**src/rtl/led_pkg.sv**
```systemverilog
// Package: led_pkg
// Shared constants for the LED fader slice, plus the helper that turns a
// clock rate and fade time into the number of clocks between level steps.
package led_pkg;

    localparam int N_LEDS           = 8;
    localparam int DEFAULT_PWM_BITS = 8;

    // Clocks per one-level brightness step so a full 0->MAX ramp lasts fade_ms.
    // All intermediates are 64-bit so clk_freq*fade_ms cannot overflow.
    function automatic int unsigned step_cycles(input longint unsigned clk_freq,
                                                input longint unsigned fade_ms,
                                                input int unsigned     pwm_bits);
        longint unsigned max_level;
        longint unsigned steps;
        max_level = (64'd1 << pwm_bits) - 64'd1;
        steps     = clk_freq * fade_ms / 64'd1000 / max_level;
        if (steps < 64'd1) begin
            steps = 64'd1;
        end
        return 32'(steps);
    endfunction

endpackage

```
**src/rtl/led_fader_ch.sv**
```systemverilog
// Module: led_fader_ch
// One LED channel: brightness level register with a saturating one-step
// ramp toward its on/off target, the level-to-duty mapping and the
// registered PWM compare that drives the pin.
// Build option: define LED_FADER_GAMMA_EN to use a quadratic duty curve
// (duty = level*level >> PWM_BITS); otherwise duty equals level.
module led_fader_ch
    import led_pkg::*;
#(
    parameter int PWM_BITS = DEFAULT_PWM_BITS
) (
    input  logic                clk,
    input  logic                rst_n,
    input  logic                enable,
    input  logic                tick,
    input  logic                target_on,
    input  logic [PWM_BITS-1:0] pwm_cnt,
    output logic                led_out,
    output logic                off_target
);

    localparam logic [PWM_BITS-1:0] MAX_LEVEL = '1;

    logic [PWM_BITS-1:0] level;
    logic [PWM_BITS-1:0] target;
    logic [PWM_BITS-1:0] duty;

    assign target     = target_on ? MAX_LEVEL : '0;
    assign off_target = (level != target);

`ifdef LED_FADER_GAMMA_EN
    logic [2*PWM_BITS-1:0] level_wide;
    logic [2*PWM_BITS-1:0] level_sq;
    assign level_wide = {{PWM_BITS{1'b0}}, level};
    assign level_sq   = level_wide * level_wide;
    assign duty       = level_sq[2*PWM_BITS-1:PWM_BITS];
`else
    assign duty = level;
`endif

    // Level register: copies the target in bypass, otherwise steps once per tick and stops at the target.
    always_ff @(posedge clk) begin
        if (!rst_n) begin
            level <= '0;
        end else if (!enable) begin
            level <= target;
        end else if (tick) begin
            if (level < target) begin
                level <= level + 1'b1;
            end else if (level > target) begin
                level <= level - 1'b1;
            end
        end
    end

    // Pin drive: raw target in bypass; otherwise PWM compare with full level forced solidly on.
    always_ff @(posedge clk) begin
        if (!rst_n) begin
            led_out <= 1'b0;
        end else if (!enable) begin
            led_out <= target_on;
        end else begin
            led_out <= (level == MAX_LEVEL) || (duty > pwm_cnt);
        end
    end

endmodule

```
**src/rtl/led_fader.sv**
```systemverilog
// Module: led_fader
// Sits between the LED pattern register and the board pins. Each on/off
// change on leds_in fades in or out over FADE_MS instead of switching hard.
// This level owns the fade-tick prescaler, the shared PWM phase counter and
// the busy flag; the per-LED work lives in led_fader_ch.
// Build option: define LED_FADER_GAMMA_EN for a quadratic brightness curve.
module led_fader
    import led_pkg::*;
#(
    parameter int CLK_FREQ = 25_000_000,
    parameter int FADE_MS  = 250,
    parameter int PWM_BITS = DEFAULT_PWM_BITS
) (
    input  logic              clk,
    input  logic              rst_n,
    input  logic              enable,
    input  logic [N_LEDS-1:0] leds_in,
    output logic [N_LEDS-1:0] leds_out,
    output logic              busy
);

    localparam int unsigned STEP_CYCLES = step_cycles(64'(CLK_FREQ), 64'(FADE_MS), PWM_BITS);
    localparam int          PRESC_W     = (STEP_CYCLES > 1) ? $clog2(STEP_CYCLES) : 1;
    localparam logic [PRESC_W-1:0] PRESC_LAST = PRESC_W'(STEP_CYCLES - 1);

    logic [PRESC_W-1:0]  prescaler;
    logic [PWM_BITS-1:0] pwm_cnt;
    logic                fade_tick;
    logic [N_LEDS-1:0]   off_target;

    assign fade_tick = enable && (prescaler == PRESC_LAST);

    // Prescaler: held at zero in bypass so the first tick lands STEP_CYCLES clocks after enable rises.
    always_ff @(posedge clk) begin
        if (!rst_n || !enable) begin
            prescaler <= '0;
        end else if (fade_tick) begin
            prescaler <= '0;
        end else begin
            prescaler <= prescaler + 1'b1;
        end
    end

    // Free-running PWM phase shared by every channel.
    always_ff @(posedge clk) begin
        if (!rst_n) begin
            pwm_cnt <= '0;
        end else begin
            pwm_cnt <= pwm_cnt + 1'b1;
        end
    end

    // Busy: some channel is still away from its target; never set in bypass.
    always_ff @(posedge clk) begin
        if (!rst_n) begin
            busy <= 1'b0;
        end else begin
            busy <= enable && (|off_target);
        end
    end

    for (genvar i = 0; i < N_LEDS; i++) begin : g_ch
        led_fader_ch #(
            .PWM_BITS (PWM_BITS)
        ) u_ch (
            .clk        (clk),
            .rst_n      (rst_n),
            .enable     (enable),
            .tick       (fade_tick),
            .target_on  (leds_in[i]),
            .pwm_cnt    (pwm_cnt),
            .led_out    (leds_out[i]),
            .off_target (off_target[i])
        );
    end

endmodule

```
**config.mk**
```make
export PLATFORM = sky130hd
export DESIGN_NAME = led_fader
export DESIGN_NICKNAME = d
export VERILOG_FILES = /design/src/rtl/led_pkg.sv /design/src/rtl/led_fader_ch.sv /design/src/rtl/led_fader.sv
export SDC_FILE = /design/constraint.sdc
export NUM_CORES = 1
export LEC_CHECK = 0
export BUFFER_PORTS_ARGS = -buffer_cell sky130_fd_sc_hd__buf_2
export CORE_ASPECT_RATIO = 0.8
export CORE_MARGIN = 2
export CORE_UTILIZATION = 54
export DETAILED_ROUTE_END_ITERATION = 10
export GPL_TIMING_DRIVEN = 0
export MAX_ROUTING_LAYER = met4
export PLACE_DENSITY = 0.66
export SLEW_MARGIN = 5
export SYNTH_ARGS = -nofsm -noshare
export SYNTH_HDL_FRONTEND = slang
export SYNTH_SLANG_ARGS = --single-unit
```
**constraint.sdc**
```tcl
create_clock -name clk -period 4.4 [get_ports clk]
set_clock_uncertainty 0.2 [all_clocks]
set_input_delay 0.22 -clock clk [delete_from_list [all_inputs] [get_ports clk]]
set_output_delay 0.22 -clock clk [all_outputs]
set_load 0.01 [all_outputs]
```
==> impl_metrics.json, run 1 <==
{
  "layout.nets": 1327,
  "drtIter0Drc": 497,
  "cap_violations": 0,
  "cts_buffer_depth": 2,
  "p_leak_nw": 4.49,
  "regToRegStartpoint": "g_ch[4].u_ch.duty[0]",
  "post_cts_buffers": 0,
  "crit_path_start_kind": "flop",
  "grt_pass1_wl_mm": 39.9,
  "peakVddDrop_uv": 200,
  "end_kind": "flop",
  "gr-total-overflow": 0,
  "hold_violations": 0,
  "synth_top_family_by_area": "adder cells",
  "hold_path_depth": 3,
  "worstPathArrival_ns": 3.96,
  "required_ns": 4.48,
  "fp.dieH_um": 121,
  "hold_class": "in -> reg",
  "synth_area_um2": 9230,
  "fin_crit_sh_pct": 88.3,
  "routed_wirelength_mm": 24.8,
  "synthTopCellsByArea": "ha_1, dfxtp_1, a21oi_1",
  "yosysWarnings": 0,
  "synth_seq_cells": 96,
  "syn_area_per_cell_um2": 8.45,
  "dp_slack_ns": 0.366,
  "routedWlPerCell_um": 18.4,
  "yosys.area.top_type": "ha_1",
  "hpwl_mm": 18.0,
  "cts.sinks": 96,
  "areaGrowthSynthToFinish_pct": 7.32,
  "routabilityCongestion": 0.857,
  "grt_max_degree": 16,
  "track_usage_pct": 29.0,
  "core_um2": 16700,
  "fillCellCount": 1487,
  "criticalPathCategory": "reg -> reg",
  "critical_path.startpoint": "g_ch[4].u_ch.duty[0]",
  "synthCells": 1092,
  "min_delay_worst_endpoint": "g_ch[4].u_ch.duty[5]",
  "synth-edff-count": 0,
  "htree_levels": 3,
  "worst_pin_slew_ns": 1.20,
  "outcome": "complete, no violations",
  "num_vias": 8175,
  "synth_xor_area_share_pct": 5.88,
  "start_util_pct": 55.4,
  "postLayoutSetupSlackWorst_ns": 0.514,
  "synth_simple_gate_area_share_pct": 16.7,
  "diodes": 0,
  "grt_setup_unrepaired": "no",
  "rrSetupSlack_ns": 0.51,
  "grt_pass1_vias": 7581,
  "viasPerCell": 6.08,
  "cts_made_buffers": 9,
  "hp-start": "leds_in[4]",
  "holdWs_ns": 0.161,
  "synth_top_area_share_pct": 25.4,
  "slew_headroom_pct": 19.0,
  "period_minus_slack_ns": 3.89,
  "clockRootBuffer": "clkbuf_16",
  "boundaryPins": 20,
  "drive_above_1_share_pct": 6.31,
  "synth_cell_types": 59,
  "dr.pass1.iters": 5,
  "drc": 0,
  "fmax_mhz": 257,
  "async_flop_share_pct": 0,
  "reg2reg_to": "g_ch[4].u_ch.duty[7]",
  "cts_resized": 0,
  "cts_tree": "done",
  "port_buffers": 18,
  "final_max_slew_viol_count": 0,
  "synthMuxAreaShare_pct": 1.22,
  "crit_path_max_fanout": 8,
  "path_clk_slew_ns": 0.07,
  "rows": 42,
  "die_x_um": 150,
  "yosys.area_share.adder_pct": 27.1,
  "r2r_cells": 13,
  "setup_viol_count_final": 0,
  "seq_area_frac_synth_pct": 20.8,
  "synth_compound_area_share_pct": 23.5,
  "dieArea_um2": 18200,
  "ant_nets": 0,
  "cts_hold_buf": 0,
  "clock_latency_ns": 0.35,
  "synth-main-ff-cell": "dfxtp_1",
  "mappedNetlistNets": 1298,
  "power.density_nw_per_um2": 305,
  "antenna_found_initial": 0,
  "setup_tns_ns": 0
}
-- report_power, final --
part | internal, mW | total, mW | leakage [nW] | switching [mW]
Combinational | 0.499 | 1.11 | 3.55 | 0.610
Sequential | 0.937 | 1.05 | 0.793 | 0.112
Clock | 0.497 | 0.862 | 0.149 | 0.365
-- worst max-delay path, cell delays in order, from the launching register on --
cell	delay, ns
dfxtp_1	0.44
inv_1	0.10
ha_1	0.18
nand4b_1	0.18
a31oi_1	0.20
nor2_1	0.07
o21ai_0	0.86
ha_1	0.39
a21o_1	0.20
a41oi_1	0.26
nand3_1	0.14
a21o_1	0.20
mux2_2	0.26
a31oi_1	0.14
-- cell families after synthesis --
group / count (synthesis)
AOI/OAI and AO/OA: 331
buffers and inverters: 93
adders and majority gates: 195
muxes: 11
and+or+nand+nor: 304
DFF: 96
xor gates and xnor gates: 62
-- cell type report --
| class | instances | area, µm² | share of cell area [%] |
|---|---|---|---|
| clock inverters | 5 | 81.3 | 0.821 |
| multi-input cells | 903 | 6860 | 69.3 |
| inverters | 56 | 210 | 2.12 |
| plain buffers | 37 | 233 | 2.35 |
| flip-flops and latches | 96 | 1920 | 19.4 |
| clock buffers | 10 | 229 | 2.31 |
| well taps | 220 | 275 | 2.78 |
| repair buffers | 18 | 90.1 | 0.910 |
-- synthesized netlist by cell type, types with 6 or more instances --
cell	n
xor2_1	29
nor3_1	22
o21ai_1	16
a221oi_1	10
and3_1	11
a211oi_1	31
inv_1	54
a311oi_1	10
a31oi_1	16
fa_1	8
xnor2_1	33
buf_4	10
a21oi_1	101
nor4b_1	7
nand3_1	25
o22ai_1	7
a41oi_1	7
a21o_1	35
o21a_1	13
nor2b_1	15
o21bai_1	7
dfxtp_1	96
nand2_1	51
nand4_1	44
o21ai_0	48
buf_6	7
mux2i_1	9
clkbuf_1	16
nor2_1	91
o21ai_4	6
ha_1	187
nand2b_1	17
-- sequential cells by signal, summed over array words and instances (netlist names) --
register           cells
busy                   1
g_ch.u_ch.duty        64
g_ch.u_ch.led_out      8
prescaler             15
pwm_cnt                8
-- metal layers --
layer / up-vias / routed length, µm / part of all wire [%] / GRT usage [%]
met2: 223 / 10400 / 42 / 42.4
met3: 43 / 1680 / 6.8 / 4.55
met1: 3765 / 12100 / 49 / 40.9
li1: 4144 / - / - / -
met5: - / 0 / 0 / -
met4: 0 / 620 / 2.5 / 9.32
-- placed cells by master, fill, tap and decap left out, types with 6 or more instances in the layout --
cell type / n
and3_1: 11
a21o_1: 35
xor2_1: 29
xnor2_1: 33
nor2b_1: 15
nand4_1: 44
buf_6: 7
o21ai_4: 6
o21a_1: 13
nor2_1: 91
buf_4: 10
o22ai_1: 7
nor4b_1: 7
nand2b_1: 17
clkbuf_1: 17
a31oi_1: 16
a311oi_1: 10
nand2_1: 51
a211oi_1: 31
clkbuf_16: 9
a41oi_1: 7
nor3_1: 22
ha_1: 187
o21ai_0: 45
mux2i_1: 9
inv_1: 54
a21oi_1: 101
nand3_1: 25
a221oi_1: 10
o21ai_1: 19
buf_2: 21
o21bai_1: 7
dfxtp_1: 96
fa_1: 8
-- worst max path at each step --
stage,endpoint,slack (ns),depth (start not counted)
after floorplan,g_ch[7].u_ch.duty[7],1.07,12
after global placement,g_ch[7].u_ch.duty[7],0.32,13
after detailed placement,g_ch[4].u_ch.duty[7],0.37,14
after CTS,g_ch[4].u_ch.duty[7],0.48,13
after global routing,g_ch[3].u_ch.duty[7],0.19,11
final,g_ch[4].u_ch.duty[7],0.51,13
-- through the flow --
stage,power (mW),utilization (%),instances,instance area (µm²)
6_report,3.02,59.4,1345,9900
5_1_grt,3.24,59.4,1345,9900
4_1_cts,3.02,59.4,1345,9900
3_5_place_dp,2.16,57.6,1330,9590
3_3_place_gp,2.14,57.6,1330,9590
2_1_floorplan,1.90,-,1092,9230
No activity file was read; power rests on OpenSTA's default activity.
==> run 2: changes to the inputs <==
==> constraint.sdc (replaced) <==
create_clock -name clk -period 4.4 [get_ports clk]
set_clock_uncertainty 0.2 [all_clocks]
set_input_delay 0.66 -clock clk [delete_from_list [all_inputs] [get_ports clk]]
set_output_delay 0.66 -clock clk [all_outputs]
set_load 0.01 [all_outputs]
==> impl_metrics.json, run 2 (same netlist as run 1, synthesis figures left out) <==
{
  "outcome": "complete, no violations",
  "drc": 0,
  "areaGrowthSynthToFinish_pct": 7.32,
  "cts.sinks": 96,
  "layout.nets": 1327,
  "die_x_um": 150,
  "grt_pass1_wl_mm": 39.9,
  "final_common_cell": "ha_1",
  "p_leak_nw": 4.49,
  "post_cts_buffers": 0,
  "hold_violations": 0,
  "antenna_found_initial": 0,
  "slew_headroom_pct": 19.4,
  "crit_path_max_fanout": 10,
  "htree_levels": 3,
  "grt_setup_unrepaired": "no",
  "postLayoutSetupSlackWorst_ns": 0.292,
  "reg2reg_to": "g_ch[7].u_ch.duty[7]",
  "fin_crit_sh_pct": 93.4,
  "track_usage_pct": 29.0,
  "routedWlPerCell_um": 18.5,
  "start_util_pct": 55.4,
  "fp.dieH_um": 121,
  "critical_path.startpoint": "leds_in[7]",
  "boundaryPins": 20,
  "rows": 42,
  "finalInstanceArea_um2": 9900,
  "gr-total-overflow": 0,
  "dp_slack_ns": -0.0735,
  "criticalPathCategory": "in -> reg",
  "num_vias": 8172,
  "hpwl_mm": 18.0,
  "regToRegStartpoint": "g_ch[7].u_ch.duty[1]",
  "period_minus_slack_ns": 4.11,
  "routed_wirelength_mm": 24.9,
  "cts_buffer_depth": 2,
  "setup_viol_count_final": 0,
  "path_clk_slew_ns": 0.07,
  "hold_path_depth": 1,
  "layout_common_cells": "ha_1, a21oi_1, dfxtp_1, nor2_1, inv_1",
  "clockRootBuffer": "clkbuf_16",
  "cts_made_buffers": 9,
  "cap_violations": 0,
  "place_area_um2": 9590,
  "rrSetupSlack_ns": 0.54,
  "port_buffers": 18,
  "setup_tns_ns": 0,
  "end_kind": "flop",
  "diodes": 0,
  "worstPathArrival_ns": 4.16,
  "drive_above_1_share_pct": 6.31,
  "viasPerCell": 6.08,
  "peakVddDrop_uv": 199,
  "largest_reg_flops": 64,
  "r2r_cells": 11,
  "hold_class": "reg -> reg",
  "dr.pass1.iters": 5,
  "grt_max_degree": 16,
  "clock_latency_ns": 0.35,
  "min_delay_worst_endpoint": "prescaler[0]",
  "core_um2": 16700,
  "required_ns": 4.45,
  "hp-start": "prescaler[0]",
  "crit_path_start_kind": "input port",
  "dieArea_um2": 18200,
  "worst_pin_slew_ns": 1.20,
  "final_max_slew_viol_count": 0,
  "power.density_nw_per_um2": 305,
  "holdWs_ns": 0.270,
  "fmax_mhz": 243,
  "fillCellCount": 1487,
  "cts_hold_buf": 0,
  "routabilityCongestion": 0.857,
  "drtIter0Drc": 513,
  "cts_tree": "done",
  "ant_nets": 0,
  "grt_pass1_vias": 7581
}
run 2: cell types whose count changed in the layout (fill, tap and decap cells not counted):
cell,previous run,this run
o21ai_1,19,21
o21ai_0,45,43
run 2: what timing repair did:
action	CTS	global route
endpoints found under the hold margin	0	0
resized for setup	0	2
endpoints found under the setup margin	0	2
run 2: worst max-delay path, stage by stage:
cell and delay (ns):
buf_2 0.11, inv_1 0.17, ha_1 0.36, nand3_1 0.10, o221a_2 0.29, o21ai_0 0.92
ha_1 0.40, a21o_1 0.19, a211oi_1 0.24, o21bai_1 0.14, o31ai_1 0.33, xnor2_1 0.16
o21ai_1 0.08
run 2: worst max path at each step:
stage	to	depth (start not counted)	slack, ns
2_1_floorplan	g_ch[7].u_ch.duty[7]	12	0.63
4_1_cts	g_ch[4].u_ch.duty[7]	14	0.29
5_1_grt	g_ch[7].u_ch.duty[7]	13	0.00004
3_5_place_dp	g_ch[4].u_ch.duty[7]	14	-0.07
3_3_place_gp	g_ch[7].u_ch.duty[7]	13	-0.12
6_report	g_ch[7].u_ch.duty[7]	13	0.29
run 2: layer usage:
metal,vias to the layer above,track usage [%],share of wire (%)
met5,-,-,0
met3,46,4.55,6.8
met1,3749,40.9,49
met2,231,42.4,42
met4,0,9.32,2.7
li1,4146,-,-
run 2: through the flow:
stage | instances | utilization [%] | power [mW]
2_1_floorplan | 1092 | - | 1.90
3_3_place_gp | 1330 | 57.6 | 2.14
3_5_place_dp | 1330 | 57.6 | 2.16
4_1_cts | 1345 | 59.4 | 3.02
5_1_grt | 1345 | 59.4 | 3.24
6_report | 1345 | 59.4 | 3.02
run 2: power by group:
group | leakage [nW] | total (mW) | switching [mW] | internal, mW
combinational | 3.55 | 1.11 | 0.611 | 0.499
sequential | 0.793 | 1.05 | 0.113 | 0.937
clock | 0.149 | 0.860 | 0.363 | 0.497
run 2: area by class of cell:
type,count,area [µm²],area share (%)
clock buffers,10,229,2.31
well taps,220,275,2.78
flip-flops and latches,96,1920,19.4
clock inverters,5,81.3,0.821
repair buffers,18,90.1,0.910
inverters,56,210,2.12
plain buffers,37,233,2.35
multi-input cells,903,6860,69.3
